## config.mk

```make
export PLATFORM = sky130hd
export DESIGN_NAME = seg7_decode_monitor
export DESIGN_NICKNAME = d
export VERILOG_FILES = /design/src/rtl/seg7_pkg.sv /design/src/rtl/seg7_pattern_decode.sv /design/src/rtl/seg7_decode_monitor.sv
export SDC_FILE = /design/constraint.sdc
export NUM_CORES = 1
export LEC_CHECK = 0
export ABC_AREA = 1
export BUFFER_PORTS_ARGS = -buffer_cell sky130_fd_sc_hd__buf_2
export CAP_MARGIN = 10
export CELL_PAD_IN_SITES_DETAIL_PLACEMENT = 1
export CELL_PAD_IN_SITES_GLOBAL_PLACEMENT = 2
export CORE_MARGIN = 4
export CORE_UTILIZATION = 32
export DETAILED_ROUTE_END_ITERATION = 10
export GPL_ROUTABILITY_DRIVEN = 0
export PLACE_DENSITY_LB_ADDON = 0.1
export SYNTH_ARGS = -nofsm -noshare
export SYNTH_HDL_FRONTEND = slang
export SYNTH_SLANG_ARGS = --single-unit
```

## constraint.sdc

```tcl
create_clock -name clk -period 3.1 [get_ports clk]
set_input_delay 0.155 -clock clk [delete_from_list [all_inputs] [get_ports clk]]
set_output_delay 0.155 -clock clk [all_outputs]
set_load 0.02 [all_outputs]
```

## src/rtl/seg7_pkg.sv

```systemverilog
// Shared definitions for the 7-segment receive monitor: segment patterns and FSM states.
// Latency: n/a (constants and types only).
// Backpressure: n/a.
package seg7_pkg;

  // Segment patterns, bit0=a .. bit6=g, active-high.
  localparam logic [6:0] SEG_0     = 7'h3F;
  localparam logic [6:0] SEG_1     = 7'h06;
  localparam logic [6:0] SEG_2     = 7'h5B;
  localparam logic [6:0] SEG_3     = 7'h4F;
  localparam logic [6:0] SEG_4     = 7'h66;
  localparam logic [6:0] SEG_5     = 7'h6D;
  localparam logic [6:0] SEG_6     = 7'h7D;
  localparam logic [6:0] SEG_7     = 7'h07;
  localparam logic [6:0] SEG_8     = 7'h7F;
  localparam logic [6:0] SEG_9     = 7'h6F;
  localparam logic [6:0] SEG_A     = 7'h77;
  localparam logic [6:0] SEG_B     = 7'h7C;
  localparam logic [6:0] SEG_C     = 7'h39;
  localparam logic [6:0] SEG_D     = 7'h5E;
  localparam logic [6:0] SEG_E     = 7'h79;
  localparam logic [6:0] SEG_F     = 7'h71;
  localparam logic [6:0] SEG_BLANK = 7'h00;

  // Indexed by hex value: SEG_TABLE[i] is the pattern for digit i.
  localparam logic [15:0][6:0] SEG_TABLE = {
    SEG_F, SEG_E, SEG_D, SEG_C, SEG_B, SEG_A, SEG_9, SEG_8,
    SEG_7, SEG_6, SEG_5, SEG_4, SEG_3, SEG_2, SEG_1, SEG_0
  };

  typedef enum logic {
    SETTLE = 1'b0,
    LOCKED = 1'b1
  } mon_state_e;

endpackage

```

## src/rtl/seg7_pattern_decode.sv

```systemverilog
// Decodes a 7-segment pattern back to its hex digit.
// Latency: combinational, zero cycles.
// Backpressure: none; pure function of the input.
// Ports: pattern (7b segment pattern) -> hit (pattern is a hex digit), value (4b digit, 0 on miss).
module seg7_pattern_decode
  import seg7_pkg::*;
(
  input  logic [6:0] pattern,
  output logic       hit,
  output logic [3:0] value
);

  always_comb begin
    hit   = 1'b0;
    value = 4'd0;
    for (int i = 0; i < 16; i++) begin
      if (pattern == SEG_TABLE[i]) begin
        hit   = 1'b1;
        value = 4'(i);
      end
    end
  end

endmodule

```

## src/rtl/seg7_decode_monitor.sv

```systemverilog
// Receive-side 7-seg monitor: deglitch segment bus, decode to hex digit, check count-up order.
// Latency: pattern sampled into seg_q at edge k and held -> outputs updated after edge k+STABLE_CYCLES.
// Backpressure: none; free-running sampler, one accept per stable run.
// Ports: clk, rst_n (sync, active-low), segments[6:0], clr_err -> digit[3:0], digit_valid,
//        blank, bad_pat, seq_err, locked, err_count[ERR_W-1:0].
// Build option: define SEG7_SEQ_CHECK_EN to include the count-up sequence checker.
module seg7_decode_monitor
  import seg7_pkg::*;
#(
  parameter int STABLE_CYCLES = 4,
  parameter int ERR_W         = 4
) (
  input  logic             clk,
  input  logic             rst_n,
  input  logic [6:0]       segments,
  input  logic             clr_err,
  output logic [3:0]       digit,
  output logic             digit_valid,
  output logic             blank,
  output logic             bad_pat,
  output logic             seq_err,
  output logic             locked,
  output logic [ERR_W-1:0] err_count
);

  // cnt_q counts edges seg_q stayed unchanged after being loaded, so a run of
  // STABLE_CYCLES identical samples is complete when cnt_q reaches STABLE_CYCLES-1.
  localparam logic [3:0]       ACCEPT_CNT = 4'(STABLE_CYCLES - 1);
  localparam logic [ERR_W-1:0] ERR_MAX    = {ERR_W{1'b1}};

  logic [6:0]       seg_q, seg_d;
  logic [3:0]       cnt_q, cnt_d;
  mon_state_e       state_q, state_d;
  logic [3:0]       digit_q, digit_d;
  logic             digit_valid_q, digit_valid_d;
  logic             blank_q, blank_d;
  logic             bad_pat_q, bad_pat_d;
  logic [ERR_W-1:0] err_count_q, err_count_d;

  logic             seg_chg;
  logic             accept;
  logic             dec_hit;
  logic [3:0]       dec_value;
  logic             err_inc;

`ifdef SEG7_SEQ_CHECK_EN
  logic             seq_err_q, seq_err_d;
  logic             have_prev_q, have_prev_d;
  logic [3:0]       prev_q, prev_d;
  logic [3:0]       prev_inc;
`endif

  seg7_pattern_decode u_decode (
    .pattern (seg_q),
    .hit     (dec_hit),
    .value   (dec_value)
  );

  always_comb begin
    seg_d   = segments;
    seg_chg = (segments != seg_q);
    accept  = (state_q == SETTLE) && (cnt_q == ACCEPT_CNT);

    // Counter saturates at the accept threshold; LOCKED blocks a second accept.
    if (seg_chg)                 cnt_d = 4'd0;
    else if (cnt_q < ACCEPT_CNT) cnt_d = cnt_q + 4'd1;
    else                         cnt_d = cnt_q;

    if (seg_chg)     state_d = SETTLE;
    else if (accept) state_d = LOCKED;
    else             state_d = state_q;

    digit_d       = digit_q;
    digit_valid_d = 1'b0;
    blank_d       = blank_q;
    bad_pat_d     = 1'b0;

    if (accept) begin
      if (dec_hit) begin
        digit_d       = dec_value;
        digit_valid_d = 1'b1;
        blank_d       = 1'b0;
      end else if (seg_q == SEG_BLANK) begin
        blank_d = 1'b1;
      end else begin
        bad_pat_d = 1'b1;
      end
    end

`ifdef SEG7_SEQ_CHECK_EN
    prev_inc    = prev_q + 4'd1;
    seq_err_d   = 1'b0;
    have_prev_d = have_prev_q;
    prev_d      = prev_q;
    if (accept && dec_hit) begin
      // Same digit again is a re-accept after a glitch, not an error.
      if (have_prev_q && (dec_value != prev_inc) && (dec_value != prev_q))
        seq_err_d = 1'b1;
      prev_d      = dec_value;
      have_prev_d = 1'b1;
    end else if (accept && (seg_q == SEG_BLANK)) begin
      have_prev_d = 1'b0;
    end
    err_inc = bad_pat_d | seq_err_d;
`else
    err_inc = bad_pat_d;
`endif

    // A clear coinciding with a new error keeps that error.
    if (clr_err)                          err_count_d = {{(ERR_W-1){1'b0}}, err_inc};
    else if (err_inc && (err_count_q != ERR_MAX)) err_count_d = err_count_q + 1'b1;
    else                                  err_count_d = err_count_q;
  end

  always_ff @(posedge clk) begin
    if (!rst_n) begin
      seg_q         <= 7'h00;
      cnt_q         <= 4'd0;
      state_q       <= SETTLE;
      digit_q       <= 4'd0;
      digit_valid_q <= 1'b0;
      blank_q       <= 1'b0;
      bad_pat_q     <= 1'b0;
      err_count_q   <= '0;
`ifdef SEG7_SEQ_CHECK_EN
      seq_err_q     <= 1'b0;
      have_prev_q   <= 1'b0;
      prev_q        <= 4'd0;
`endif
    end else begin
      seg_q         <= seg_d;
      cnt_q         <= cnt_d;
      state_q       <= state_d;
      digit_q       <= digit_d;
      digit_valid_q <= digit_valid_d;
      blank_q       <= blank_d;
      bad_pat_q     <= bad_pat_d;
      err_count_q   <= err_count_d;
`ifdef SEG7_SEQ_CHECK_EN
      seq_err_q     <= seq_err_d;
      have_prev_q   <= have_prev_d;
      prev_q        <= prev_d;
`endif
    end
  end

  assign digit       = digit_q;
  assign digit_valid = digit_valid_q;
  assign blank       = blank_q;
  assign bad_pat     = bad_pat_q;
  assign locked      = (state_q == LOCKED);
  assign err_count   = err_count_q;
`ifdef SEG7_SEQ_CHECK_EN
  assign seq_err     = seq_err_q;
`else
  assign seq_err     = 1'b0;
`endif

endmodule

```

; Word level (Yosys, flattened, before mapping)
; Index checks and enable logic that the tools add are counted.
; W data, S select, Z words.
[totals]
inputBits = 10
word_cells = 82
out_inout_bits = 13
regBits = 23
[op_classes]
n_eq_ne = 19
muxes = 39
bitwise_logic = 2
add_sub_neg = 2
n_reduce_logical = 10
n_lt_le_gt_ge = 1
[op_table]
columns = op, count
row1 = $eq A7 B7 Y1 const B, 12
row2 = $mux W4, 8
row3 = $mux W1, 25
row4 = $eq A7 B3 Y1 const B, 2
row5 = $eq A7 B6 Y1 const B, 2
row6 = $mux W3, 4
row7 = $add A4 B1 Y4 const B, 2
row8 = $logic_not A7 Y1, 1
row9 = $ne A7 B7 Y1, 1
row10 = $reduce_and A2 Y1, 3
row11 = $eq A4 B2 Y1 const B, 1
row12 = $lt A4 B2 Y1 const B, 1
row13 = $mux W2, 2
row14 = $ne A4 B4 Y1 const B, 1
row15 = $reduce_bool A2 Y1, 2
row16 = $reduce_or A2 Y1, 2
row17 = $logic_and A1 B1 Y1, 2
row18 = $not A1 Y1, 2

; Depth between registers and ports, before layout
[depth]
depth_word = 22
mapped_depth = 13
depth_no_buf = 13

; Modules after synthesis
; From an unflattened synthesis, not the netlist that was laid out.
[hier_totals]
hier_cells = 201
area_unflattened_um2 = 1347.5
[modules_own_cells]
columns = mod, seq_area_each_um2, cells_each, area_per_inst_um2, n_inst
row1 = seg7_decode_monitor, 460.4, 134, 1014.7, 1
row2 = seg7_pattern_decode, 0.0, 67, 332.8, 1

; Worst setup path before layout
; Ideal clock, no wire load.
[synth_path]
path_type = register -> register
start = register cnt_q[0]
end = register err_count_q[0] (netlist: err_count[0])
stages_incl_launch_ff = 8
required_ns = 3.034
slack_ns = 1.626
setup_time_ns = 0.066
arrival_time_ns = 1.408
path_buffers = 0
period_less_slack_ns = 1.474
path_cell_list = dfxtp_1 > ha_1 > nand3_1 > a31oi_1 > nand3_2 > nand2_1 > nand2_1 > a21oi_2
[synth_via]
elab_chain_len = 5
elab_cells_between_ends = 6
cone_classes = eq/ne (1) / mux (2) / reduce/logical (3)
[synth_lines]
columns = element, line_no
row1 = "start, declared", seg7_decode_monitor.sv:32  ; logic [3:0] cnt_q, cnt_d;
row2 = "start signal, assigned", seg7_decode_monitor.sv:132  ; cnt_q <= cnt_d;
row3 = $eq A4 B2 Y1 (*), seg7_decode_monitor.sv:62  ; accept = (state_q == SETTLE) && (cnt_q == ACCEPT_CNT);
row4 = $logic_and A1 B1 Y1 (*), seg7_decode_monitor.sv:62
row5 = $mux W1 (*), seg7_decode_monitor.sv:78  ; if (accept) begin
row6 = $logic_and A1 B1 Y1, seg7_decode_monitor.sv:111  ; else if (err_inc && (err_count_q != ERR_MAX)) err_count_d = err_count_q + 1'b1;
row7 = $reduce_bool A2 Y1 (no line), -
row8 = "end signal, assigned", seg7_decode_monitor.sv:138  ; err_count_q <= err_count_d;
row9 = "end, declared", seg7_decode_monitor.sv:38  ; logic [ERR_W-1:0] err_count_q, err_count_d;
; Mark *: on every way between the ends. The rest lies on a longest branch, timed or not.
; A chain may end at the register's enable or synchronous reset.

; Worst setup path in the final report
; Same ends and word-level chain as after synthesis.

==> impl_metrics.env <==
export IMPL_yosysSeqAreaShare_pct=36.1
export IMPL_irDropWorstVdd_uv=130
export IMPL_finalSetupTns_ns=0
export IMPL_grt_use_met1_pct=18.4
export IMPL_io_buffers=21
export IMPL_clock_fmax_mhz=553
export IMPL_grt_overflow=0
export IMPL_layout_commonest_cell="nand2_1"
export IMPL_rsz0062_at_grt="no"
export IMPL_hp_class="in2reg"
export IMPL_track_usage_pct=14.1
export IMPL_dieHeight_microns=71.2
export IMPL_ioPinCount=23
export IMPL_numCtsBuffers=3
export IMPL_cts_sinks=23
export IMPL_finalCritPeriodShare_pct=58.3
export IMPL_grt_pass1_wl_microns=5690
export IMPL_grt_use_met2_pct=23.1
export IMPL_period_minus_slack_ns=1.81
export IMPL_leakage_uw=0.000726
export IMPL_routedWlPerCell_microns=12.5
export IMPL_synth_area_leader_cell="dfxtp_1"
export IMPL_outcome="complete, no violations"
export IMPL_ctsHoldBuffers=0
export IMPL_cts_tree="done"
export IMPL_cap_violations=0
export IMPL_path_cells="ha_1 -> nand3_1 -> a31oi_1 -> nand2_1 -> o21ai_1 -> inv_1 -> a21oi_2"
export IMPL_syn_area_sq_um=1280
export IMPL_dpl_cell_area_sq_um=1420
export IMPL_worst_slew_pin_slew_ns=0.574
export IMPL_final_cell_mix="nand2_1, nor2_1, dfxtp_1"
export IMPL_core_region_area_sq_um=3740
export IMPL_area_growth_pct=14.8
export IMPL_gr_usage_met3_pct=2.84
export IMPL_busiest_layer="met2"
export IMPL_cpMaxStageDelayCell="a31oi_1"
export IMPL_crit_required_ns=3.32
export IMPL_dp_hpwl_microns=2740
export IMPL_max_slew_margin_pct=61.6
export IMPL_drt_initial_drc_count=26
export IMPL_start_kind="register"
export IMPL_drtAntennaViolNets=0
export IMPL_drv_slew=0
export IMPL_cts_setup_buffers=0
export IMPL_ctsHtreeMaxLevel=1
export IMPL_die_w_microns=71.2
export IMPL_nNetsFinal=224
export IMPL_finalHoldViolations=0
export IMPL_cp_arrival_ns=2.02
export IMPL_grt_max_degree=14
export IMPL_yosysTopAreaCellShare_pct=36.1
export IMPL_ys_types=29
export IMPL_power_density_nw_per_um2=380
export IMPL_wl_microns=3230
export IMPL_synth_seq_cells=23
export IMPL_syn_inst=189
export IMPL_slowest_delay_ns=0.52
export IMPL_pre_cts_slack_ns=1.28
export IMPL_drive_above_1_share_pct=23.2
export IMPL_start_util_pct=34.1
export IMPL_finalInstanceArea_sq_um=1470
export IMPL_total_power_uw=556
export IMPL_yosys_warnings=0
export IMPL_critPathKind="reg2reg"
export IMPL_fin_ws_ns=1.29
export IMPL_skew_ns=0.00705
export IMPL_antenna_found_initial=0
export IMPL_viasPerCell=4.67
export IMPL_cts_resized=0
export IMPL_multi_input_comb_area_sq_um=692
export IMPL_clk_pin_slew_ns=0.09
export IMPL_syn_num_nets=201
export IMPL_fp_row_count=22
export IMPL_regArea_sq_um=460
export IMPL_drc=0
export IMPL_instances_no_fill=259
export IMPL_dpl_cell_count=255
export IMPL_clockBufferDepth=2
export IMPL_first_pass_iters=4
export IMPL_num_vias=1209
export IMPL_synth_area_leaders="dfxtp_1, nand2_1, nor2_1"
export IMPL_setup_viol=0
export IMPL_syn_avg_cell_area_sq_um=6.75
export IMPL_root_buffer="clkbuf_8"
export IMPL_end_kind="register"
export IMPL_grt_pass1_vias=1243
export IMPL_clock_latency_ns=0.27
export IMPL_fillCellCount=518
export IMPL_diodes=0
export IMPL_cp_max_fo=6
export IMPL_die_area_sq_um=5060
==> Yosys cell counts (all sizes together) <==
| cell type | count |
|---|---|
| and3 | 1 |
| buf | 2 |
| inv | 27 |
| nor4 | 2 |
| or2 | 1 |
| xnor2 | 1 |
| dfxtp | 23 |
| o21ai | 6 |
| conb | 1 |
| nand3 | 13 |
| nor3 | 2 |
| nand2 | 51 |
| ha | 2 |
| nand4 | 6 |
| o21a | 1 |
| clkbuf | 1 |
| nor2 | 36 |
| a21oi | 6 |
| a31oi | 1 |
| nor4b | 1 |
| xor2 | 5 |
==> final cells by class <==
type | count | area share (%)
clock buffers | 3 | 2.82
clock inverters | 1 | 0.342
inverters | 27 | 6.92
multi-input cells | 136 | 47.2
flip-flops and latches | 23 | 31.4
well taps | 48 | 4.10
repair buffers | 21 | 7.17
==> worst paths after layout <==
check / from / to / slack [ns] / cells past startpoint
min reg2reg: cnt_q[3]$_SDFFE_PP0N_ / cnt_q[3]$_SDFFE_PP0N_ / 0.44 / 2
min: segments[4] / seg_q[4]$_SDFF_PN0_ / 0.08 / 3
max: cnt_q[0]$_SDFFE_PP0N_ / err_count[0]$_SDFFE_PN0P_ / 1.29 / 7
max reg2reg: cnt_q[0]$_SDFFE_PP0N_ / err_count[0]$_SDFFE_PN0P_ / 1.29 / 7
==> where the power goes <==
part / internal, uW / leakage, uW / switching [uW]
logic: 17.1 / 0.000514 / 33.1
registers: 301 / 0.000187 / 8.61
clock network: 90.0 / 0.0000255 / 107
==> layer usage <==
layer / routed length [microns] / vias to the layer above
met1: 1600 / 545
li1: - / 635
met2: 1460 / 23
met5: 0 / -
met3: 114 / 6
met4: 57 / 0
==> registers in the layout, indices dropped and copies added (netlist names) <==
name and flops:
seg_q 7, cnt_q 4, digit 4, err_count 4, bad_pat 1, blank 1
digit_valid 1, locked 1
==> cell families (layout without fill, tap and decap cells) <==
kind of cell | Yosys count | after routing | synth area share, %
xor+xnor | 6 | 6 | 4.12
flops | 23 | 23 | 36.1
buf+inv | 30 | 52 | 9.71
compound gates | 14 | 14 | 6.08
other cells | 1 | 1 | 0.294
fa+ha+maj | 2 | 2 | 1.96
simple gates | 113 | 113 | 41.8
==> worst max-delay path: cells and delay by family (launching register included) <==
family,cells,cell delay [ns]
buf+inv,1,0.07
fa+ha+maj,1,0.17
compound gates,3,0.78
simple gates,2,0.38
flops,1,0.36
==> through the flow <==
step | hold slack [ns] | utilization, %
3_3_place_gp | 0.360 | 37.9
4_1_cts | 0.0764 | 39.1
2_1_floorplan | 0.248 | -
5_1_grt | 0.0770 | 39.1
3_5_place_dp | 0.367 | 37.9
6_report | 0.0787 | 39.1
Note: power is estimated with default switching activity, not from simulation.
